===== src/rtl/control_alarma_temp.sv =====
// Periodic ADC temperature sampler with range classification and a persistent alarm.
// Define CONTROL_ALARMA_HISTERESIS_EN to require a release margin before alarma clears.
module control_alarma_temp #(
  parameter int unsigned PERIODO_MUESTREO = 1000,
  parameter int unsigned TIMEOUT_ADC      = 64,
  parameter int          TEMP_MIN         = -100,
  parameter int          TEMP_MAX         = 600,
  parameter int unsigned PERSISTENCIA     = 3,
  parameter int unsigned HISTERESIS       = 20
) (
  input  logic               clk,
  input  logic               arst_n,
  input  logic               habilitar,
  input  logic               adc_listo,
  input  logic signed [10:0] adc_dato,
  output logic               adc_iniciar,
  output logic signed [10:0] temp_actual,
  output logic               temp_valida,
  output logic               fuera_rango,
  output logic [2:0]         contador_persist,
  output logic               alarma,
  output logic               error_timeout
);

  localparam int unsigned PerW = (PERIODO_MUESTREO > 1) ? $clog2(PERIODO_MUESTREO) : 1;
  localparam int unsigned ToW  = (TIMEOUT_ADC > 1) ? $clog2(TIMEOUT_ADC) : 1;
  localparam logic [PerW-1:0] PerLast = PerW'(PERIODO_MUESTREO - 1);
  localparam logic [ToW-1:0]  ToLast  = ToW'(TIMEOUT_ADC - 1);
  localparam logic signed [10:0] TMin  = 11'(TEMP_MIN);
  localparam logic signed [10:0] TMax  = 11'(TEMP_MAX);
  localparam logic signed [10:0] SatHi = 11'sd850;
  localparam logic signed [10:0] SatLo = -11'sd400;
  localparam logic [2:0] Persist = 3'(PERSISTENCIA);
`ifdef CONTROL_ALARMA_HISTERESIS_EN
  localparam logic signed [10:0] TRelMin = 11'(TEMP_MIN + int'(HISTERESIS));
  localparam logic signed [10:0] TRelMax = 11'(TEMP_MAX - int'(HISTERESIS));
`endif

  typedef enum logic [1:0] {StReposo, StEspera, StConvirtiendo, StEvaluando} estado_t;

  estado_t state_q, state_d;
  logic [PerW-1:0] per_q, per_d;
  logic [ToW-1:0]  to_q, to_d;
  logic signed [10:0] temp_q, temp_d, dato_sat;
  logic fuera_q, fuera_d, alarma_q, alarma_d, err_q, err_d;
  logic ini_q, ini_d, val_q, val_d, fuera_now;
  logic [2:0] cnt_q, cnt_d, cnt_nxt;

  always_comb begin
    if (adc_dato > SatHi)      dato_sat = SatHi;
    else if (adc_dato < SatLo) dato_sat = SatLo;
    else                       dato_sat = adc_dato;
  end

  assign fuera_now = (temp_q < TMin) || (temp_q > TMax);
  assign cnt_nxt   = !fuera_now ? 3'd0 : (cnt_q == 3'd7) ? 3'd7 : cnt_q + 3'd1;

  always_comb begin
    state_d  = state_q;
    per_d    = per_q;
    to_d     = to_q;
    temp_d   = temp_q;
    fuera_d  = fuera_q;
    cnt_d    = cnt_q;
    alarma_d = alarma_q;
    err_d    = err_q;
    ini_d    = 1'b0;
    val_d    = 1'b0;
    // The period counter keeps running through conversion so starts stay evenly spaced.
    if (state_q != StReposo) per_d = (per_q == PerLast) ? '0 : per_q + 1'b1;
    unique case (state_q)
      StReposo: begin
        if (habilitar) begin
          state_d = StEspera;
          per_d   = '0;
          err_d   = 1'b0;
        end
      end
      StEspera: begin
        if (!habilitar) begin
          state_d = StReposo;
        end else if (per_q == PerLast) begin
          ini_d   = 1'b1;
          to_d    = '0;
          state_d = StConvirtiendo;
        end
      end
      StConvirtiendo: begin
        if (adc_listo) begin
          temp_d  = dato_sat;
          state_d = StEvaluando;
        end else if (to_q == ToLast) begin
          err_d   = 1'b1;
          state_d = habilitar ? StEspera : StReposo;
        end else begin
          to_d = to_q + 1'b1;
        end
      end
      StEvaluando: begin
        fuera_d = fuera_now;
        cnt_d   = cnt_nxt;
        val_d   = 1'b1;
        if (cnt_nxt >= Persist) begin
          alarma_d = 1'b1;
        end else if (!fuera_now) begin
`ifdef CONTROL_ALARMA_HISTERESIS_EN
          if (temp_q >= TRelMin && temp_q <= TRelMax) alarma_d = 1'b0;
`else
          alarma_d = 1'b0;
`endif
        end
        state_d = habilitar ? StEspera : StReposo;
      end
      default: state_d = StReposo;
    endcase
  end

  always_ff @(posedge clk or negedge arst_n) begin
    if (!arst_n) begin
      state_q  <= StReposo;
      per_q    <= '0;
      to_q     <= '0;
      temp_q   <= '0;
      fuera_q  <= 1'b0;
      cnt_q    <= 3'd0;
      alarma_q <= 1'b0;
      err_q    <= 1'b0;
      ini_q    <= 1'b0;
      val_q    <= 1'b0;
    end else begin
      state_q  <= state_d;
      per_q    <= per_d;
      to_q     <= to_d;
      temp_q   <= temp_d;
      fuera_q  <= fuera_d;
      cnt_q    <= cnt_d;
      alarma_q <= alarma_d;
      err_q    <= err_d;
      ini_q    <= ini_d;
      val_q    <= val_d;
    end
  end

  assign adc_iniciar      = ini_q;
  assign temp_actual      = temp_q;
  assign temp_valida      = val_q;
  assign fuera_rango      = fuera_q;
  assign contador_persist = cnt_q;
  assign alarma           = alarma_q;
  assign error_timeout    = err_q;

endmodule


===== config.mk =====
export PLATFORM = sky130hd
export DESIGN_NAME = control_alarma_temp
export DESIGN_NICKNAME = d
export VERILOG_FILES = /design/src/rtl/control_alarma_temp.sv
export SDC_FILE = /design/constraint.sdc
export NUM_CORES = 1
export LEC_CHECK = 0
export CAP_MARGIN = 20
export CELL_PAD_IN_SITES_DETAIL_PLACEMENT = 0
export CELL_PAD_IN_SITES_GLOBAL_PLACEMENT = 2
export CORE_MARGIN = 2
export CORE_UTILIZATION = 30
export DETAILED_ROUTE_END_ITERATION = 16
export PLACE_DENSITY_LB_ADDON = 0.08
export RECOVER_POWER = 100
export REMOVE_ABC_BUFFERS = 1
export SLEW_MARGIN = 20
export SYNTH_ARGS = -nofsm -noshare
export SYNTH_HDL_FRONTEND = slang
export SYNTH_SLANG_ARGS = --single-unit

===== constraint.sdc =====
create_clock -name clk -period 3.6 [get_ports clk]
set_input_delay 0.36 -clock clk [delete_from_list [all_inputs] [get_ports clk]]
set_output_delay 0.36 -clock clk [all_outputs]
set_load 0.02 [all_outputs]

==> impl_metrics.json, run 1 <==
{
  "clock-sinks": 37,
  "n_antenna_cell": 0,
  "max_freq_mhz": 475,
  "min_from": "fuera_rango",
  "fillCellCount": 641,
  "die_h_um": 84.0,
  "grtUsageTotal": 0.139,
  "drt-total-wl_mm": 4.66,
  "gr-total-overflow": 0,
  "initial_utilization": 0.306,
  "syn_inst": 193,
  "cts_buffer_depth": 2,
  "outcome": "finished with violations",
  "violations": "max-capacitance violations, max-slew violations",
  "synth-adder-area-share": 0.0261,
  "synthXorXnorAreaFrac": 0.00913,
  "drive_gt1_frac": 0.0649,
  "synthTopCellsByArea": "dfrtp_1, a21oi_1, o21ai_0",
  "synth_mux_area_frac": 0.0163,
  "cap_violations": 1,
  "synth_cell_types": 58,
  "wl_per_cell_um": 15.1,
  "syn_avg_cell_area_sq_um": 9.94,
  "timing.rr.end": "contador_persist[2]",
  "cts_setup_buffers": 0,
  "cts.repair.resized": 0,
  "ys_ff_latch": 37,
  "cts_tree": "built",
  "final_nets": 249,
  "clk_latency_ns": 0.30,
  "grt_start_max_net_pins": 38,
  "cp_max_fo": 6,
  "synth_edf_count": 0,
  "rsz0062_at_grt": "no",
  "power_mw": 1.06,
  "hold_violations": 0,
  "ys_seq_area_frac": 0.482,
  "gp_congestion": 0.812,
  "drc": 0,
  "dp_hpwl_mm": 3.38,
  "min_period_ns": 2.11,
  "clk_pin_slew_ns": 0.09,
  "critPathKind": "in -> reg",
  "min_to": "fuera_rango",
  "core_area_sq_mm": 0.00628,
  "netlist_area_sq_mm": 0.00192,
  "postCtsHoldBufs": 0,
  "yosys.area_share.simple": 0.213,
  "fin_util": 0.385,
  "slew_viol_final": 38,
  "fp.dieW_um": 84.0,
  "hold_depth": 1,
  "post-place-ws_ns": 1.45,
  "synth_compound_area_frac": 0.226,
  "placedCellCount": 300,
  "core.rowCount": 29,
  "synth_common_cells": "dfrtp_1, nand2_1, a21oi_1, nor2_1, o21ai_0",
  "die-area_sq_mm": 0.00705,
  "syn_to_final_growth_pct": 25.9,
  "drtIter0Drc": 62,
  "synth_top_family_by_area": "compound AO/OA/AOI/OAI gates",
  "arrival_ns": 2.26,
  "ff2ff_setup_slack_ns": 1.59,
  "setup_viol": 0,
  "skew_ns": 0.0125,
  "async_flop_share": 1.00,
  "start_kind": "input port",
  "synth.most_common_cell": "dfrtp_1",
  "reg2reg_depth": 4,
  "drt_pass1_iterations": 5,
  "vias": 1627,
  "cts_root_buf": "clkbuf_8",
  "synth_top_area_cell": "dfrtp_1",
  "peakVddDrop_uv": 183,
  "multiInputGateArea_sq_um": 913,
  "netlist.area_leader.share": 0.482,
  "fin_crit_sh": 0.585,
  "antenna_found_initial": 0,
  "placedInstanceArea_sq_mm": 0.00233,
  "setup_ws_ns": 1.49,
  "synthFlopType": "dfrtp_1",
  "worstSetupEndpointType": "flop",
  "leakage_nw": 1.09,
  "power_density_mw_per_mm2": 439,
  "max-slew-margin-rel": -0.368,
  "ios": 34,
  "holdWs_ns": 0.489,
  "cts_buffers": 5,
  "viasPerCell": 5.28,
  "regArea_sq_um": 926,
  "first_global_vias": 1623,
  "port_buffers": 33,
  "final_cells": 308,
  "yosysWarnings": 0,
  "final_cell_area_sq_mm": 0.00242,
  "required_ns": 3.76,
  "worstMarginPinSlew_ns": 2.05,
  "hp-class": "reg -> reg",
  "htreeDepth": 2,
  "grt_first_pass_wirelength_mm": 7.96,
  "crit_start": "adc_dato[6]",
  "r2r_start": "state_q[0]",
  "ant_nets": 0,
  "final.setup.tns_ns": 0
}
-- flip-flops by register name (all words and copies together) (netlist names) --
| signal | flops |
|---|---|
| adc_iniciar | 1 |
| alarma | 1 |
| contador_persist | 3 |
| error_timeout | 1 |
| fuera_rango | 1 |
| per_q | 10 |
| state_q | 2 |
| temp_actual | 11 |
| temp_valida | 1 |
| to_q | 6 |
-- per-layer routing --
layer  global-route usage  vias up  wire (um)
met5                    0        -          0
met4               0.0367        0         57
met3               0.0356        6        222
met2                0.218       43       2130
met1                0.192      780       2260
li1                     -      798          -
-- cells in the final DEF, fill, tap and decap left out, types with 2 or more instances in the layout --
cell type        count
nor3_1               3
dlygate4sd3_1       20
ha_1                 4
a21o_1               2
nand2_1             16
a41oi_1              2
a211oi_1             2
nand3_1              8
and3_1               3
mux2i_1              2
and4bb_1             2
nand2b_1             4
a211o_1              2
nor2b_1              2
a21oi_1             13
and2_1               2
inv_1               10
xor2_1               2
a22oi_1              2
a22o_1               6
a311oi_1             2
nand4_1              2
o21ai_0             14
clkdlybuf4s50_1     12
clkbuf_8             6
nor2_1              15
nor4_1               3
a31oi_1              4
dfrtp_1             37
o21a_1               2
-- power breakdown --
part           leakage [nW]  total (mW)  switching [mW]  internal (mW)
registers             0.494       0.493          0.0410          0.452
logic                 0.536       0.187          0.0972         0.0899
clock network        0.0574       0.382           0.157          0.225
total                  1.09        1.06           0.295          0.768
-- cell type report --
class | instances | area share
multi-input combinational | 143 | 0.378
clock inverter | 2 | 0.0155
sequential | 37 | 0.383
tap | 77 | 0.0399
timing repair buffer | 33 | 0.134
inverter | 10 | 0.0155
clock buffer | 6 | 0.0342
-- how the worst max path moves through the flow --
stage	end
floorplan	temp_actual[4]
global placement	temp_actual[4]
detailed placement	temp_actual[6]
CTS	temp_actual[6]
global route	temp_actual[4]
finish	temp_actual[6]
-- critical path, cell delays in order --
cell           delay, ns
dlygate4sd3_1       0.57
a311o_1             0.32
nand3_1             0.08
ha_1                0.28
a211oi_1            0.50
a21oi_1             0.15
-- cell families (layout without fill, tap and decap cells) --
family | Yosys count | after routing
adder cells (fa/ha/maj) | 4 | 4
buffers and inverters | 13 | 51
flip-flops | 37 | 37
XOR/XNOR | 2 | 2
AO/OA/AOI/OAI | 62 | 62
AND/OR/NAND/NOR | 72 | 72
multiplexers | 3 | 3
Note: power is estimated with default switching activity, not from simulation.
==> run 2, diff against run 1 <==
--- a/config.mk
+++ b/config.mk
@@ -9,7 +9,7 @@
 export CELL_PAD_IN_SITES_DETAIL_PLACEMENT = 0
 export CELL_PAD_IN_SITES_GLOBAL_PLACEMENT = 2
 export CORE_MARGIN = 2
-export CORE_UTILIZATION = 30
+export CORE_UTILIZATION = 29
 export DETAILED_ROUTE_END_ITERATION = 16
 export PLACE_DENSITY_LB_ADDON = 0.08
 export RECOVER_POWER = 100
==> constraint.sdc (replaced) <==
create_clock -name clk -period 1.9 [get_ports clk]
set_input_delay 0.19 -clock clk [delete_from_list [all_inputs] [get_ports clk]]
set_output_delay 0.19 -clock clk [all_outputs]
set_load 0.02 [all_outputs]
==> impl_metrics.json, run 2 (synthesis results as in run 1) <==
{
  "die-area_sq_mm": 0.00729,
  "max-slew-margin-rel": 0.572,
  "grtUsageMet1": 0.190,
  "outcome": "complete, no violations",
  "initial_utilization": 0.301,
  "final_nets": 260,
  "wl_per_cell_um": 14.7,
  "viasPerCell": 5.25,
  "vias": 1676,
  "final.setup.tns_ns": 0,
  "placedCellCount": 310,
  "n_antenna_cell": 0,
  "cp_num_buf_inv": 1,
  "grt_first_pass_wirelength_mm": 8.30,
  "crit_family": "compound AO/OA/AOI/OAI gates",
  "ios": 34,
  "max_freq_mhz": 565,
  "use_met3": 0.0370,
  "worstSetupEndpointType": "flop",
  "skew_ns": 0.00722,
  "rsz0062_at_grt": "no",
  "fin_util": 0.396,
  "final_common_cell": "dfrtp_1",
  "grt_use_met2": 0.220,
  "cts_tree": "built",
  "power_density_mw_per_mm2": 841,
  "fp.dieW_um": 85.4,
  "cts_setup_buffers": 0,
  "critPathKind": "in -> reg",
  "final_cell_area_sq_mm": 0.00253,
  "grt.busiest_layer": "met2",
  "hp-class": "in -> async",
  "fillCellCount": 638,
  "crit_path_cell_trace": "dlygate4sd3_1 > a311o_1 > nand3_1 > ha_1 > a211oi_2 > a22o_1",
  "antenna_found_initial": 0,
  "clk_latency_ns": 0.29,
  "min_period_ns": 1.77,
  "gp_congestion": 0.799,
  "cp_max_fo": 6,
  "drt_pass1_iterations": 4,
  "final_cells": 319,
  "largest_reg_flops": 11,
  "worst_path_largest_cell_delay_ns": 0.55,
  "cts_root_buf": "clkbuf_8",
  "fin_crit_sh": 0.931,
  "die_h_um": 85.4,
  "drtIter0Drc": 68,
  "drive_gt1_frac": 0.120,
  "core.rowCount": 29,
  "port_buffers": 33,
  "setup_viol": 0,
  "cap_violations": 0,
  "clock-sinks": 37,
  "syn_to_final_growth_pct": 31.9,
  "slowest_stage": "dlygate4sd3_1",
  "slew_viol_final": 0,
  "clk_pin_slew_ns": 0.08,
  "layout_common_cells": "dfrtp_1, dlygate4sd3_1, nand2_1",
  "placedInstanceArea_sq_mm": 0.00240,
  "core_area_sq_mm": 0.00639,
  "htreeDepth": 2,
  "start_kind": "input port",
  "gr-total-overflow": 0,
  "postCtsHoldBufs": 1,
  "arrival_ns": 2.00,
  "cts.repair.resized": 0,
  "power_mw": 2.13,
  "cts_buffer_depth": 2,
  "hold_violations": 0,
  "required_ns": 2.13,
  "dp_hpwl_mm": 3.52,
  "ant_nets": 0,
  "grtUsageTotal": 0.140,
  "first_global_vias": 1755,
  "cts_buffers": 5,
  "drt-total-wl_mm": 4.68,
  "drc": 0,
  "worstMarginPinSlew_ns": 0.642,
  "grt_start_max_net_pins": 26,
  "peakVddDrop_uv": 363,
  "leakage_nw": 1.14
}
run 2: per-layer routing:
metal  vias to the layer above  part of all wire
met1                       809              0.47
met3                         5             0.050
met2                        47              0.47
met4                         0            0.0085
met5                         -                 0
li1                        815                 -
run 2: final cells by class:
cell class              count  area (sq um)  area share
clock inverters             3          65.1      0.0257
repair buffers             44           403       0.159
multi-input cells         143           935       0.369
inverters                  10          37.5      0.0148
clock buffers               5          68.8      0.0272
flip-flops and latches     37           926       0.366
well taps                  77          96.3      0.0381
run 2: report_power, final:
part	internal (mW)	switching, mW	total, mW
combinational	0.182	0.192	0.374
clock	0.522	0.296	0.817
sequential	0.857	0.0794	0.936
run 2: path summary, 6_finish.rpt:
path                                  start  depth (start not counted)  slack [ns]              to
worst min-delay path                 arst_n                          2        0.45        per_q[9]
worst max register to register     per_q[0]                          5        0.18         to_q[2]
min in group clk                fuera_rango                          1        0.49     fuera_rango
worst max-delay path            adc_dato[6]                          6        0.13  temp_actual[2]
max in group asynchronous            arst_n                          3        0.72  temp_actual[7]
worst min register to register  fuera_rango                          1        0.49     fuera_rango
run 2: metrics by stage:
stage,setup WS [ns],hold slack (ns)
floorplan,0.416,-0.106
global placement,-0.00651,0.217
detailed placement,-0.0781,0.228
CTS,0.208,0.446
global route,0.0422,0.510
finish,0.131,0.446
==> run 3, diff against run 2 <==
--- a/config.mk
+++ b/config.mk
@@ -12,7 +12,7 @@
 export CORE_UTILIZATION = 29
 export DETAILED_ROUTE_END_ITERATION = 16
 export PLACE_DENSITY_LB_ADDON = 0.08
-export RECOVER_POWER = 100
+export RECOVER_POWER = 25
 export REMOVE_ABC_BUFFERS = 1
 export SLEW_MARGIN = 20
 export SYNTH_ARGS = -nofsm -noshare
==> impl_metrics.json, run 3 (synthesis results as in run 1) <==
{
  "outcome": "complete, no violations",
  "setup_viol": 0,
  "clock-sinks": 37,
  "htreeDepth": 2,
  "drt_pass1_iterations": 4,
  "cts.repair.resized": 0,
  "skew_ns": 0.00675,
  "viasPerCell": 5.23,
  "slowest_stage": "clkdlybuf4s50_1",
  "final.setup.tns_ns": 0,
  "power_density_mw_per_mm2": 845,
  "largest_reg_flops": 11,
  "hp-class": "in -> async",
  "cap_violations": 0,
  "drt-total-wl_mm": 4.66,
  "min_period_ns": 1.69,
  "leakage_nw": 1.11,
  "port_buffers": 33,
  "cp_max_fo": 6,
  "power_mw": 2.15,
  "critPathKind": "in -> reg",
  "grt_use_met2": 0.220,
  "max-slew-margin-rel": 0.575,
  "fin_crit_sh": 0.888,
  "final_common_cell": "dfrtp_1",
  "die_h_um": 85.4,
  "gp_congestion": 0.799,
  "core_area_sq_mm": 0.00639,
  "required_ns": 2.13,
  "cts_root_buf": "clkbuf_8",
  "crit_path_cell_trace": "clkdlybuf4s50_1 > a311o_1 > nand3_1 > ha_1 > a211oi_2 > a22o_1",
  "peakVddDrop_uv": 377,
  "slew_viol_final": 0,
  "first_global_vias": 1755,
  "fin_util": 0.399,
  "rsz0062_at_grt": "no",
  "n_antenna_cell": 0,
  "worst_path_largest_cell_delay_ns": 0.42,
  "start_kind": "input port",
  "grt.busiest_layer": "met2",
  "post-place-ws_ns": -0.0781,
  "ant_nets": 0,
  "worstSetupEndpointType": "flop",
  "gr-total-overflow": 0,
  "drc": 0,
  "crit_family": "compound AO/OA/AOI/OAI gates",
  "worstMarginPinSlew_ns": 0.638,
  "layout_common_cells": "dfrtp_1, clkdlybuf4s50_1, nand2_1",
  "antenna_found_initial": 0,
  "grtUsageMet1": 0.190,
  "cts_buffer_depth": 2,
  "grt_first_pass_wirelength_mm": 8.30,
  "arrival_ns": 1.91,
  "dp_hpwl_mm": 3.52,
  "syn_to_final_growth_pct": 32.7,
  "clk_latency_ns": 0.29,
  "clk_pin_slew_ns": 0.08,
  "setup_ws_ns": 0.212,
  "use_met3": 0.0370,
  "core.rowCount": 29,
  "vias": 1667,
  "grtUsageTotal": 0.140,
  "drtIter0Drc": 66,
  "wl_per_cell_um": 14.6,
  "drive_gt1_frac": 0.132,
  "cts_tree": "built",
  "cts_buffers": 5,
  "max_freq_mhz": 593,
  "cp_num_buf_inv": 1,
  "die-area_sq_mm": 0.00729,
  "ios": 34,
  "final_nets": 260,
  "hold_violations": 0,
  "grt_start_max_net_pins": 26,
  "initial_utilization": 0.301,
  "fp.dieW_um": 85.4
}
## run 3: cell count changes in the layout (fill, tap and decap cells not counted), sizes merged
cell,previous run,this run
clkdlybuf4s50,12,32
dlygate4sd3,21,1
buf,8,10
clkbuf,8,6
## run 3: final cells by class
type | instances | area (sq um)
multi-input cells | 143 | 942
repair buffers | 44 | 410
flip-flops and latches | 37 | 926
fillers | 634 | 3840
inverters | 10 | 37.5
clock buffers | 5 | 68.8
clock inverters | 3 | 65.1
well taps | 77 | 96.3
## run 3: final timing paths
path                        startpoint        endpoint  slack, ns  cells after the start
max                        adc_dato[4]  temp_actual[2]       0.21                      6
min                             arst_n        per_q[9]       0.44                      2
min reg2reg                fuera_rango     fuera_rango       0.49                      1
min in group clk           fuera_rango     fuera_rango       0.49                      1
max in group asynchronous       arst_n  temp_actual[7]       0.90                      3
max reg2reg                   per_q[0]         to_q[2]       0.22                      5
## run 3: layer usage
layer	share of wire	routed length [um]	vias to the layer above
met1	0.48	2240	813
met5	0	0	-
met3	0.041	190	5
met2	0.47	2190	37
met4	0.0086	40	0
li1	-	-	812
## run 3: stage by stage
| step | instance area, sq um | hold slack, ns | instances |
|---|---|---|---|
| after global routing | 2550 | 0.512 | 319 |
| final | 2550 | 0.445 | 319 |
| after CTS | 2550 | 0.446 | 319 |
| after global placement | 2400 | 0.217 | 310 |
| after floorplan | 1910 | -0.106 | 190 |
| after detailed placement | 2400 | 0.228 | 310 |
## run 3: timing repair
| action | in CTS | in global routing |
|---|---|---|
| endpoints found under the hold margin | 23 | 0 |
| hold buffers | 1 | 0 |
| setup buffers | 0 | 0 |
## run 3: worst reg2reg max path, stage by stage (launching register included)
cell and delay (ns):
dfrtp_1 0.40, ha_1 0.32, nand2_1 0.09, and4bb_4 0.40, nor2b_2 0.07, a211o_1 0.29
## run 3: power breakdown
part	switching (mW)	internal (mW)	leakage [nW]
sequential	0.0810	0.857	0.494
clock	0.296	0.522	0.0681
combinational	0.192	0.203	0.552
total	0.569	1.58	1.11
